File: src/rtl/keccak_feed_pkg.sv
// Shared definitions for the OR1200 custom-5 to Keccak feeder: command codes,
// controller states, the buffered message word format and a byte-swap helper.
package keccak_feed_pkg;

    localparam logic [4:0] OP_INIT   = 5'b00000;
    localparam logic [4:0] OP_END    = 5'b00001;
    localparam logic [4:0] OP_MIDDLE = 5'b00010;
    localparam logic [4:0] OP_START  = 5'b00100;
    localparam logic [4:0] OP_STORE  = 5'b01000;
    localparam logic [4:0] OP_SSTORE = 5'b10000;

    typedef enum logic [1:0] {
        ST_IDLE,
        ST_ABSORB,
        ST_WAIT,
        ST_DONE
    } state_e;

    typedef struct packed {
        logic [31:0] data;
        logic        last;
        logic [1:0]  bytes;
    } fifo_entry_t;

    localparam int ENTRY_W = $bits(fifo_entry_t);

    function automatic logic [31:0] byte_swap(input logic [31:0] w);
        return {w[7:0], w[15:8], w[23:16], w[31:24]};
    endfunction

endpackage

File: src/rtl/or1200_keccak_feeder_if.sv
// Command/result bundle from the EX stage plus the Keccak core word interface.
// The feeder takes the slave view; the pipeline and core environment the master view.
interface or1200_keccak_feeder_if #(
    parameter int DIGEST_W = 512
) ();

    logic                cmd_valid;
    logic [4:0]          cmd_op;
    logic [5:0]          cmd_limm;
    logic [31:0]         cmd_data;
    logic                cmd_stall;
    logic                rd_valid;
    logic [31:0]         rd_data;

    logic                k_reset;
    logic [31:0]         k_in;
    logic                k_in_ready;
    logic                k_is_last;
    logic [1:0]          k_byte_num;
    logic                k_buffer_full;
    logic [DIGEST_W-1:0] k_out;
    logic                k_out_ready;

    logic                busy;
    logic                digest_valid;
    logic                err;

    modport slave (
        input  cmd_valid, cmd_op, cmd_limm, cmd_data,
        output cmd_stall, rd_valid, rd_data,
        output k_reset, k_in, k_in_ready, k_is_last, k_byte_num,
        input  k_buffer_full, k_out, k_out_ready,
        output busy, digest_valid, err
    );

    modport master (
        output cmd_valid, cmd_op, cmd_limm, cmd_data,
        input  cmd_stall, rd_valid, rd_data,
        input  k_reset, k_in, k_in_ready, k_is_last, k_byte_num,
        output k_buffer_full, k_out, k_out_ready,
        input  busy, digest_valid, err
    );

endinterface

File: src/rtl/keccak_word_fifo.sv
// Synchronous FIFO with registered storage and an occupancy counter.
// DEPTH must be a power of two so the pointers wrap naturally.
module keccak_word_fifo #(
    parameter int DEPTH = 4,
    parameter int WIDTH = 35
) (
    input  logic             clk,
    input  logic             rst,
    input  logic             flush_i,
    input  logic             push_i,
    input  logic [WIDTH-1:0] wdata_i,
    input  logic             pop_i,
    output logic [WIDTH-1:0] rdata_o,
    output logic             full_o,
    output logic             empty_o
);

    localparam int AW = (DEPTH > 1) ? $clog2(DEPTH) : 1;
    localparam logic [AW:0]   FULL_COUNT = DEPTH[AW:0];
    localparam logic [AW:0]   COUNT_ONE  = 1;
    localparam logic [AW-1:0] PTR_ONE    = 1;

    logic [WIDTH-1:0] mem_q [DEPTH];
    logic [AW-1:0]    wr_ptr_q, wr_ptr_d;
    logic [AW-1:0]    rd_ptr_q, rd_ptr_d;
    logic [AW:0]      count_q, count_d;
    logic             do_push, do_pop;

    assign full_o  = (count_q == FULL_COUNT);
    assign empty_o = (count_q == '0);
    assign do_push = push_i & ~full_o;
    assign do_pop  = pop_i & ~empty_o;
    assign rdata_o = mem_q[rd_ptr_q];

    // NOTE: every variable written here gets a default first, so no path leaves it unassigned and no latch is inferred.
    always_comb begin
        wr_ptr_d = wr_ptr_q;
        rd_ptr_d = rd_ptr_q;
        count_d  = count_q;
        if (flush_i) begin
            wr_ptr_d = '0;
            rd_ptr_d = '0;
            count_d  = '0;
        end else begin
            if (do_push) wr_ptr_d = wr_ptr_q + PTR_ONE;
            if (do_pop)  rd_ptr_d = rd_ptr_q + PTR_ONE;
            case ({do_push, do_pop})
                2'b10:   count_d = count_q + COUNT_ONE;
                2'b01:   count_d = count_q - COUNT_ONE;
                default: count_d = count_q;
            endcase
        end
    end

    // NOTE: registers use non-blocking assignments so every flop samples pre-edge values regardless of statement order.
    always_ff @(posedge clk or posedge rst) begin
        if (rst) begin
            wr_ptr_q <= '0;
            rd_ptr_q <= '0;
            count_q  <= '0;
        end else begin
            wr_ptr_q <= wr_ptr_d;
            rd_ptr_q <= rd_ptr_d;
            count_q  <= count_d;
        end
    end

    // NOTE: storage is deliberately not reset; the counter guarantees stale entries are never presented as valid.
    always_ff @(posedge clk) begin
        if (do_push) mem_q[wr_ptr_q] <= wdata_i;
    end

endmodule

File: src/rtl/or1200_keccak_feeder.sv
// Bridges l.cust5 commands to the Keccak core: buffers message words, streams
// them under backpressure, captures the digest and serves it back as words.
module or1200_keccak_feeder
    import keccak_feed_pkg::*;
#(
    parameter int FIFO_DEPTH = 4,
    parameter int DIGEST_W   = 512
) (
    input logic                   clk,
    input logic                   rst,
    or1200_keccak_feeder_if.slave bus
);

    localparam int N_WORDS = DIGEST_W / 32;
    typedef logic [N_WORDS-1:0][31:0] digest_t;

    state_e      state_q, state_d;
    digest_t     digest_q, digest_d;
    logic        digest_valid_q, digest_valid_d;
    logic        err_q, err_d;
    logic        k_reset_q;

    fifo_entry_t push_entry, head;
    logic        fifo_push, fifo_pop, fifo_flush, fifo_full, fifo_empty;
    logic        is_push_op, is_store_op, in_flight, accept;
    logic [31:0] store_word;

    keccak_word_fifo #(
        .DEPTH (FIFO_DEPTH),
        .WIDTH (ENTRY_W)
    ) u_fifo (
        .clk     (clk),
        .rst     (rst),
        .flush_i (fifo_flush),
        .push_i  (fifo_push),
        .wdata_i (push_entry),
        .pop_i   (fifo_pop),
        .rdata_o (head),
        .full_o  (fifo_full),
        .empty_o (fifo_empty)
    );

    // START outside WAIT always opens or continues a message; MIDDLE/END only extend one.
    assign in_flight   = (state_q == ST_ABSORB) || (state_q == ST_WAIT);
    assign is_store_op = (bus.cmd_op == OP_STORE) || (bus.cmd_op == OP_SSTORE);
    assign is_push_op  = ((bus.cmd_op == OP_START) && (state_q != ST_WAIT)) ||
                         (((bus.cmd_op == OP_MIDDLE) || (bus.cmd_op == OP_END)) &&
                          (state_q == ST_ABSORB));
    assign bus.cmd_stall = bus.cmd_valid &&
                           ((is_push_op && fifo_full) || (is_store_op && in_flight));
    assign accept        = bus.cmd_valid && !bus.cmd_stall;
    assign store_word    = digest_valid_q ? digest_q[bus.cmd_limm[3:0]] : 32'h0;

    assign fifo_pop       = !fifo_empty && !bus.k_buffer_full;
    assign bus.k_in_ready = fifo_pop;
    assign bus.k_in       = fifo_pop ? head.data : 32'h0;
    assign bus.k_is_last  = fifo_pop & head.last;
    assign bus.k_byte_num = fifo_pop ? head.bytes : 2'b00;

    assign bus.k_reset      = k_reset_q;
    assign bus.busy         = in_flight;
    assign bus.digest_valid = digest_valid_q;
    assign bus.err          = err_q;

    always_comb begin
        state_d        = state_q;
        digest_d       = digest_q;
        digest_valid_d = digest_valid_q;
        err_d          = err_q;
        fifo_push      = 1'b0;
        fifo_flush     = 1'b0;
        push_entry     = '0;
        bus.rd_valid   = 1'b0;
        bus.rd_data    = 32'h0;

        if ((state_q == ST_WAIT) && fifo_empty && bus.k_out_ready) begin
            digest_d       = bus.k_out;
            digest_valid_d = 1'b1;
            state_d        = ST_DONE;
        end

        if (accept) begin
            case (bus.cmd_op)
                // INIT overrides a coincident capture, so nothing is latched.
                OP_INIT: begin
                    fifo_flush     = 1'b1;
                    digest_d       = digest_q;
                    digest_valid_d = 1'b0;
                    err_d          = 1'b0;
                    state_d        = ST_IDLE;
                end
                OP_START, OP_MIDDLE, OP_END: begin
                    if (is_push_op) begin
                        fifo_push       = 1'b1;
                        push_entry.data = bus.cmd_data;
                        if (bus.cmd_op == OP_END) begin
                            push_entry.last  = 1'b1;
                            push_entry.bytes = bus.cmd_limm[1:0];
                            state_d          = ST_WAIT;
                        end else begin
                            state_d = ST_ABSORB;
                        end
                    end else begin
                        err_d = 1'b1;
                    end
                end
                OP_STORE: begin
                    bus.rd_valid = 1'b1;
                    bus.rd_data  = store_word;
                end
                OP_SSTORE: begin
                    bus.rd_valid = 1'b1;
                    bus.rd_data  = byte_swap(store_word);
                end
                default: ;
            endcase
        end
    end

    always_ff @(posedge clk or posedge rst) begin
        if (rst) begin
            state_q        <= ST_IDLE;
            digest_q       <= '0;
            digest_valid_q <= 1'b0;
            err_q          <= 1'b0;
            k_reset_q      <= 1'b0;
        end else begin
            state_q        <= state_d;
            digest_q       <= digest_d;
            digest_valid_q <= digest_valid_d;
            err_q          <= err_d;
            k_reset_q      <= accept && (bus.cmd_op == OP_INIT);
        end
    end

endmodule

File: src/flat_wrapper.sv
// flat-port wrapper written by rule: the top's interface ports become plain ports
module or1200_keccak_feeder_flat import keccak_feed_pkg::*;
#(
    parameter int FIFO_DEPTH = 4,
    parameter int DIGEST_W   = 512
)
  (clk, rst, bus_cmd_valid, bus_cmd_op, bus_cmd_limm, bus_cmd_data, bus_cmd_stall, bus_rd_valid, bus_rd_data, bus_k_reset, bus_k_in, bus_k_in_ready, bus_k_is_last, bus_k_byte_num, bus_k_buffer_full, bus_k_out, bus_k_out_ready, bus_busy, bus_digest_valid, bus_err);
  or1200_keccak_feeder_if #(.DIGEST_W(DIGEST_W)) bus_i ();
  input logic clk;
  input logic rst;
  input wire logic [$bits(bus_i.cmd_valid)-1:0] bus_cmd_valid;
  input wire logic [$bits(bus_i.cmd_op)-1:0] bus_cmd_op;
  input wire logic [$bits(bus_i.cmd_limm)-1:0] bus_cmd_limm;
  input wire logic [$bits(bus_i.cmd_data)-1:0] bus_cmd_data;
  output wire logic [$bits(bus_i.cmd_stall)-1:0] bus_cmd_stall;
  output wire logic [$bits(bus_i.rd_valid)-1:0] bus_rd_valid;
  output wire logic [$bits(bus_i.rd_data)-1:0] bus_rd_data;
  output wire logic [$bits(bus_i.k_reset)-1:0] bus_k_reset;
  output wire logic [$bits(bus_i.k_in)-1:0] bus_k_in;
  output wire logic [$bits(bus_i.k_in_ready)-1:0] bus_k_in_ready;
  output wire logic [$bits(bus_i.k_is_last)-1:0] bus_k_is_last;
  output wire logic [$bits(bus_i.k_byte_num)-1:0] bus_k_byte_num;
  input wire logic [$bits(bus_i.k_buffer_full)-1:0] bus_k_buffer_full;
  input wire logic [$bits(bus_i.k_out)-1:0] bus_k_out;
  input wire logic [$bits(bus_i.k_out_ready)-1:0] bus_k_out_ready;
  output wire logic [$bits(bus_i.busy)-1:0] bus_busy;
  output wire logic [$bits(bus_i.digest_valid)-1:0] bus_digest_valid;
  output wire logic [$bits(bus_i.err)-1:0] bus_err;
  assign bus_i.cmd_valid = bus_cmd_valid;
  assign bus_i.cmd_op = bus_cmd_op;
  assign bus_i.cmd_limm = bus_cmd_limm;
  assign bus_i.cmd_data = bus_cmd_data;
  assign bus_cmd_stall = bus_i.cmd_stall;
  assign bus_rd_valid = bus_i.rd_valid;
  assign bus_rd_data = bus_i.rd_data;
  assign bus_k_reset = bus_i.k_reset;
  assign bus_k_in = bus_i.k_in;
  assign bus_k_in_ready = bus_i.k_in_ready;
  assign bus_k_is_last = bus_i.k_is_last;
  assign bus_k_byte_num = bus_i.k_byte_num;
  assign bus_i.k_buffer_full = bus_k_buffer_full;
  assign bus_i.k_out = bus_k_out;
  assign bus_i.k_out_ready = bus_k_out_ready;
  assign bus_busy = bus_i.busy;
  assign bus_digest_valid = bus_i.digest_valid;
  assign bus_err = bus_i.err;
  or1200_keccak_feeder #(.FIFO_DEPTH(FIFO_DEPTH), .DIGEST_W(DIGEST_W)) u_core (.clk(clk), .rst(rst), .bus(bus_i));
endmodule
File: config.mk
export PLATFORM = sky130hd
export DESIGN_NAME = or1200_keccak_feeder_flat
export DESIGN_NICKNAME = d
export VERILOG_FILES = /design/src/rtl/keccak_feed_pkg.sv /design/src/rtl/or1200_keccak_feeder_if.sv /design/src/rtl/keccak_word_fifo.sv /design/src/rtl/or1200_keccak_feeder.sv /design/src/flat_wrapper.sv
export SDC_FILE = /design/constraint.sdc
export NUM_CORES = 1
export LEC_CHECK = 0
export ABC_AREA = 1
export BUFFER_PORTS_ARGS = -buffer_cell sky130_fd_sc_hd__buf_2
export CAP_MARGIN = 25
export CORE_ASPECT_RATIO = 0.8
export CORE_MARGIN = 1
export CORE_UTILIZATION = 35
export DETAILED_ROUTE_END_ITERATION = 7
export PLACE_DENSITY = 0.63
export REMOVE_ABC_BUFFERS = 1
export SKIP_CTS_REPAIR_TIMING = 1
export SYNTH_ARGS = -nofsm -noshare
export SYNTH_HDL_FRONTEND = slang
export SYNTH_SLANG_ARGS = --single-unit
File: constraint.sdc
create_clock -name clk -period 35.3 [get_ports clk]
set_input_delay 1.765 -clock clk [delete_from_list [all_inputs] [get_ports clk]]
set_output_delay 1.765 -clock clk [all_outputs]
set_load 0.05 [all_outputs]
; ---- Word-level counts from Yosys, hierarchy flattened
; Memories as Yosys holds them, arrays and structs flattened.
; Index checks and enable logic that the tools add are counted.
[totals]
ff_bits = 524
ramBits = 140
in_bits = 560
output_inout_bits = 74
mem_count = 1
[classes]
add_sub_neg = 4
order_cmp = 1
eq_ne = 13
mux = 39
bitwise = 5
reduce_logical = 27
[memory_table]
columns = name, words, word_bits, read_ports, rd_clocked_by_memory_dff, wr, line
row1 = u_core.u_fifo.mem_q, 4, 35, 1, 0, 1, keccak_word_fifo.sv:23  ; logic [WIDTH-1:0] mem_q [DEPTH];
[op_table]
columns = operator, n
row1 = 512-bit 2-to-1 mux, 3
row2 = 32-bit binary-select mux with 4-bit select, 1
row3 = 32-bit 2-to-1 mux, 4
row4 = 35-bit 2-to-1 mux, 3
row5 = 32-bit one-hot mux with 2 select lines, 1
row6 = 2-bit 2-to-1 mux, 9
row7 = 1-bit 2-to-1 mux, 13
row8 = 1-bit logical AND, 10
row9 = 3-bit 2-to-1 mux, 2
row10 = 2-bit inequality test (second input constant), 3
row11 = 3-bit one-hot mux with 2 select lines, 1
row12 = 2-bit nonzero test, 3
row13 = 5-bit by 1-bit == test with 1-bit output (second input constant), 1
row14 = 5-bit by 2-bit == test with 1-bit output (second input constant), 1
row15 = 5-bit by 3-bit == test with 1-bit output (second input constant), 1
row16 = 5-bit by 4-bit == test with 1-bit output (second input constant), 1
row17 = 5-bit == test (second input constant), 1
row18 = 5-bit logical NOT, 1
row19 = 1-bit logical OR, 5
row20 = 4-bit by 5-bit < comparator with 1-bit output (second input constant), 1
row21 = 2-bit by 1-bit adder with 2-bit output (second input constant), 2
row22 = 2-bit by 1-bit == test with 1-bit output (second input constant), 2
row23 = 2-bit == test (second input constant), 2
row24 = 2-bit one-hot mux with 2 select lines, 1
row25 = 12 further kinds, 17

; ---- Depth between registers and ports, before layout
[logic_depth]
ltp_word = 14
mapped_depth = 15
mapped_depth_nobuf = 14

; ---- Cells and area by module
; A second synthesis with hierarchy kept.
[unflattened]
cells_unflattened = 4507
hier_area_um2 = 34109.0
[by_module_without_submodules]
columns = mod, instances, cells_per_inst, area_per_inst_um2, seq_area_each_um2
row1 = or1200_keccak_feeder, 1, 4103, 28487.3, 12937.4
row2 = keccak_word_fifo, 1, 404, 5621.6, 4379.2

; ---- Least setup slack after synthesis
; No wires, ideal clock.
[synth_timing]
path_kind = input -> output
start = input bus_k_buffer_full
end = output bus_k_in[10]
arrival_time_ns = 4.005
required_ns = 33.535
setup_slack_ns = 29.530
stages = 4
path_cell_list = nor2_1 > clkinv_1 > clkbuf_1 > a21oi_1
[synth_via]
elab_chain_len = 3
[synth_lines]
columns = item, line
row1 = from (decl), flat_wrapper.sv:23  ; input wire logic [$bits(bus_i.k_buffer_full)-1:0] bus_k_buffer_full;
row2 = 1-bit logical NOT, or1200_keccak_feeder.sv:54  ; assign fifo_pop = !fifo_empty && !bus.k_buffer_full;
row3 = 1-bit logical AND, or1200_keccak_feeder.sv:54
row4 = 32-bit 2-to-1 mux, or1200_keccak_feeder.sv:56  ; assign bus.k_in = fifo_pop ? head.data : 32'h0;
row5 = to (decl), flat_wrapper.sv:19  ; output wire logic [$bits(bus_i.k_in)-1:0] bus_k_in;
; Every way passes these cells.

; ---- Final worst setup path
[layout_timing]
start = input bus_cmd_limm[0]
end = output bus_rd_data[4]
[layout_via]
elab_chain_len = 5
[layout_lines]
columns = item, line
row1 = from (decl), flat_wrapper.sv:13  ; input wire logic [$bits(bus_i.cmd_limm)-1:0] bus_cmd_limm;
row2 = 32-bit binary-select mux with 4-bit select, or1200_keccak_feeder.sv:52  ; assign store_word = digest_valid_q ? digest_q[bus.cmd_limm[3:0]] : 32'h0;
row3 = 32-bit 2-to-1 mux (not written as such), or1200_keccak_feeder.sv:52
row4 = 32-bit 2-to-1 mux, or1200_keccak_feeder.sv:52
row5 = 32-bit one-hot mux with 2 select lines, or1200_keccak_feeder.sv:83  ; case (bus.cmd_op)
row6 = 32-bit 2-to-1 mux, or1200_keccak_feeder.sv:82  ; if (accept) begin
row7 = to (decl), flat_wrapper.sv:17  ; output wire logic [$bits(bus_i.rd_data)-1:0] bus_rd_data;
; Every way passes these cells. The select of a mux whose other input is x is not followed.

==> results.txt <==
Status: complete, no violations
Total global routing overflow: 0
Die height: 280 microns
CTS tree: done
DIE AREA: 97,800 sq um
Dpl ws: 28.50 ns
Synth Warn #: 0
Total Negative Setup Slacks: 0 ns
# setup viols final: 0
Hold Path Depth: 2
Dpl cells: 6,125
TritonRoute pass-1 iters: 6
WHS Endpoint: u_core.digest_q[79]
Synth Instances: 4,489
Num CTS Buffers: 73
CTS HTree Levels: 3
DRC Markers: 0
Crit path kind: in -> out
P&R area growth vs syn: 18.5%
CP arrival: 5.08 ns
Fmax: 146 MHz
Worst R2R End: u_core.digest_q[93]
Std-Cell Rows: 101
Area leader, netlist: dfrtp_1
Largest net degree at the start of global routing: 193
Met2 wire length: 52,000 microns
Worst flop-to-flop path startpoint: u_core.state_q[0]
Clk buf depth: 3
Slew at the pin closest to its max-slew limit: 1.07 ns
Seq/Total Area, Yosys: 0.512
Vias: 30,918
Final Non-Filler Cells: 6,284
Worst path required time: 33.53 ns
Insertion delay to the later sink of the worst-skew pair: 0.62 ns
Synthesized cell area: 33,800 sq um
Asr flop ratio synth: 0.789
DIE WIDTH: 349 microns
Dominant synthesized flop cell: dfrtp_1
Nets: 5,484
Period utilisation layout: 0.194
Max-slew violations: 0
Core area: 95,300 sq um
Design area: 40,000 sq um
Vias in the first global route: 29,255
Clk root buf: clkbuf_16
R2r setup slk: 30.58 ns
Crit path time final: 6.84 ns
All-Layer GR Usage: 0.226
DRT iter0 DRCs: 2,862
First-pass GRT wire length: 172,000 microns
Post-synthesis cell type count: 36
WHS: 0.467 ns
Pwr Total: 2.89 mW
Wl on met1: 50,200 microns
Fin. Hold Viols: 0
Max-cap viol count: 0
Last weighted congestion value of the routability-driven placer: 0.839
PortBufs: 631
Utilization after layout: 0.420
Slew headroom: 0.287
Fill count: 9,920
Met3 Wirelength: 7360 microns
Syn Area/Cell: 7.53 sq um
Share of layout cells above drive strength 1: 0.170
Pwr Density: 72.2 nW/um^2
Worst Reg2Reg Path Length in Cells: 12
Ports: 634
Final wirelength: 113,000 microns
Initial Util: 0.355
Leakage power total: 20.9 nW
CP Max Fanout: 128
Worst Hold Class: reg -> reg
DP Area: 37,400 sq um
Final Skew: 0.0185 ns
Hold Path Origin: u_core.digest_q[79]
Clock Pin Slew Worst Setup and Hold Paths: 0.06 ns
Share of the synthesized area in the top cell type: 0.388
Post-synth EDFFs: 140
Yosys reg bits: 664
Worst VDD drop: 64.0 uV
Hpwl dp: 69,600 microns
Initial antenna violation count: 32
Multi-input gate area: 13,300 sq um
Avg Vias per Cell: 4.92
Register Area: 17,300 sq um
Max Used Layer: met5
Final setup margin: 28.46 ns
Crit path capture type: output pin
Post-route ant nets: 0
CTS sink count: 664
Top cells by area, synth: dfrtp_1 39%, nand2_1 19%, nand3_1 14%
DR WL/cell: 17.9 microns
Type of origin of the critical path: primary input
RSZ-0062 raised after global routing: false
## cell families after synthesis
kind of cell    count (synthesis)  synth area share
mux                             1          0.000333
fa+ha+maj                       8           0.00318
flops                         664             0.512
compound gates                147            0.0219
simple gates                 2922             0.366
xor+xnor                        2          0.000518
buf+inv                       745            0.0960
## state kept, by name (all words and copies together), names as in the netlist
register and count:
u_core.bus.err 1, u_core.u_fifo.mem_q 140, u_core.digest_q 512, u_core.u_fifo.rd_ptr_q 2, u_core.bus.k_reset 1, u_core.u_fifo.wr_ptr_q 2
u_core.u_fifo.count_q 3, u_core.state_q 2, u_core.bus.digest_valid 1
## worst max-delay path by stage
stage	start	to	slack (ns)
finish	bus_cmd_limm[0]	bus_rd_data[4]	28.46
global route	bus_cmd_limm[0]	bus_rd_data[3]	28.28
CTS	bus_cmd_limm[0]	bus_rd_data[4]	28.50
detailed placement	bus_cmd_limm[0]	bus_rd_data[4]	28.50
global placement	bus_cmd_limm[0]	bus_rd_data[4]	28.53
floorplan	rst	u_core.bus.digest_valid	18.89
## critical path: stages
cell and delay (ns):
buf_8 0.22, inv_8 0.67, buf_4 0.79, nand2_1 0.10, nand2_1 0.09, nand2_1 0.05
nand3_1 0.12, nand3_1 0.08, nand2_1 0.28, nand3_1 0.12, a21oi_1 0.19, buf_2 0.34
## report_power, final
group	internal [mW]	switching, mW
clock network	0.477	0.331
registers	1.09	0.173
logic	0.293	0.532
total	1.86	1.04
## synthesized netlist by cell type, types with 2 or more instances
master and instances:
ha_1 7, buf_4 20, nor3_1 2, nand3_2 21
nand4_1 4, nand3_1 948, nand2_2 3, buf_8 4
buf_2 76, buf_6 29, edfxtp_1 140, nand2_1 1754
clkinv_1 2, inv_1 413, inv_2 6, o21ai_0 75
clkbuf_1 161, nor2_1 183, dfrtp_1 524, a21oi_1 69
buf_1 33
## placed cells by master (no fill, tap or decap), types with 8 or more instances in the layout
cell	synthesis	layout
clkbuf_8	0	14
bufinv_16	0	8
clkbuf_1	161	14
edfxtp_1	140	140
buf_4	20	37
a21oi_1	69	69
o21ai_0	75	75
inv_1	413	407
clkbuf_16	0	74
buf_2	76	628
clkinv_2	0	11
nand2_1	1754	1754
diode_2	0	25
nand3_1	948	947
nand3_2	21	21
nor2_1	183	179
dfrtp_1	524	521
## layer usage
metal / track usage / up-vias
met5: 0 / -
met4: 0.0782 / 10
met3: 0.0349 / 176
met2: 0.355 / 1086
met1: 0.316 / 14623
li1: - / 15023
## final cells by class
type / instances / area share
Inverter: 421 / 0.0402
Tap cell: 1287 / 0.0402
Clock inverter: 29 / 0.0102
Timing Repair Buffer: 676 / 0.0915
Sequential cell: 664 / 0.433
Multi-Input combinational cell: 3080 / 0.331
Antenna cell: 25 / 0.00156
Clock buffer: 102 / 0.0524
No activity file was read; power rests on OpenSTA's default activity.
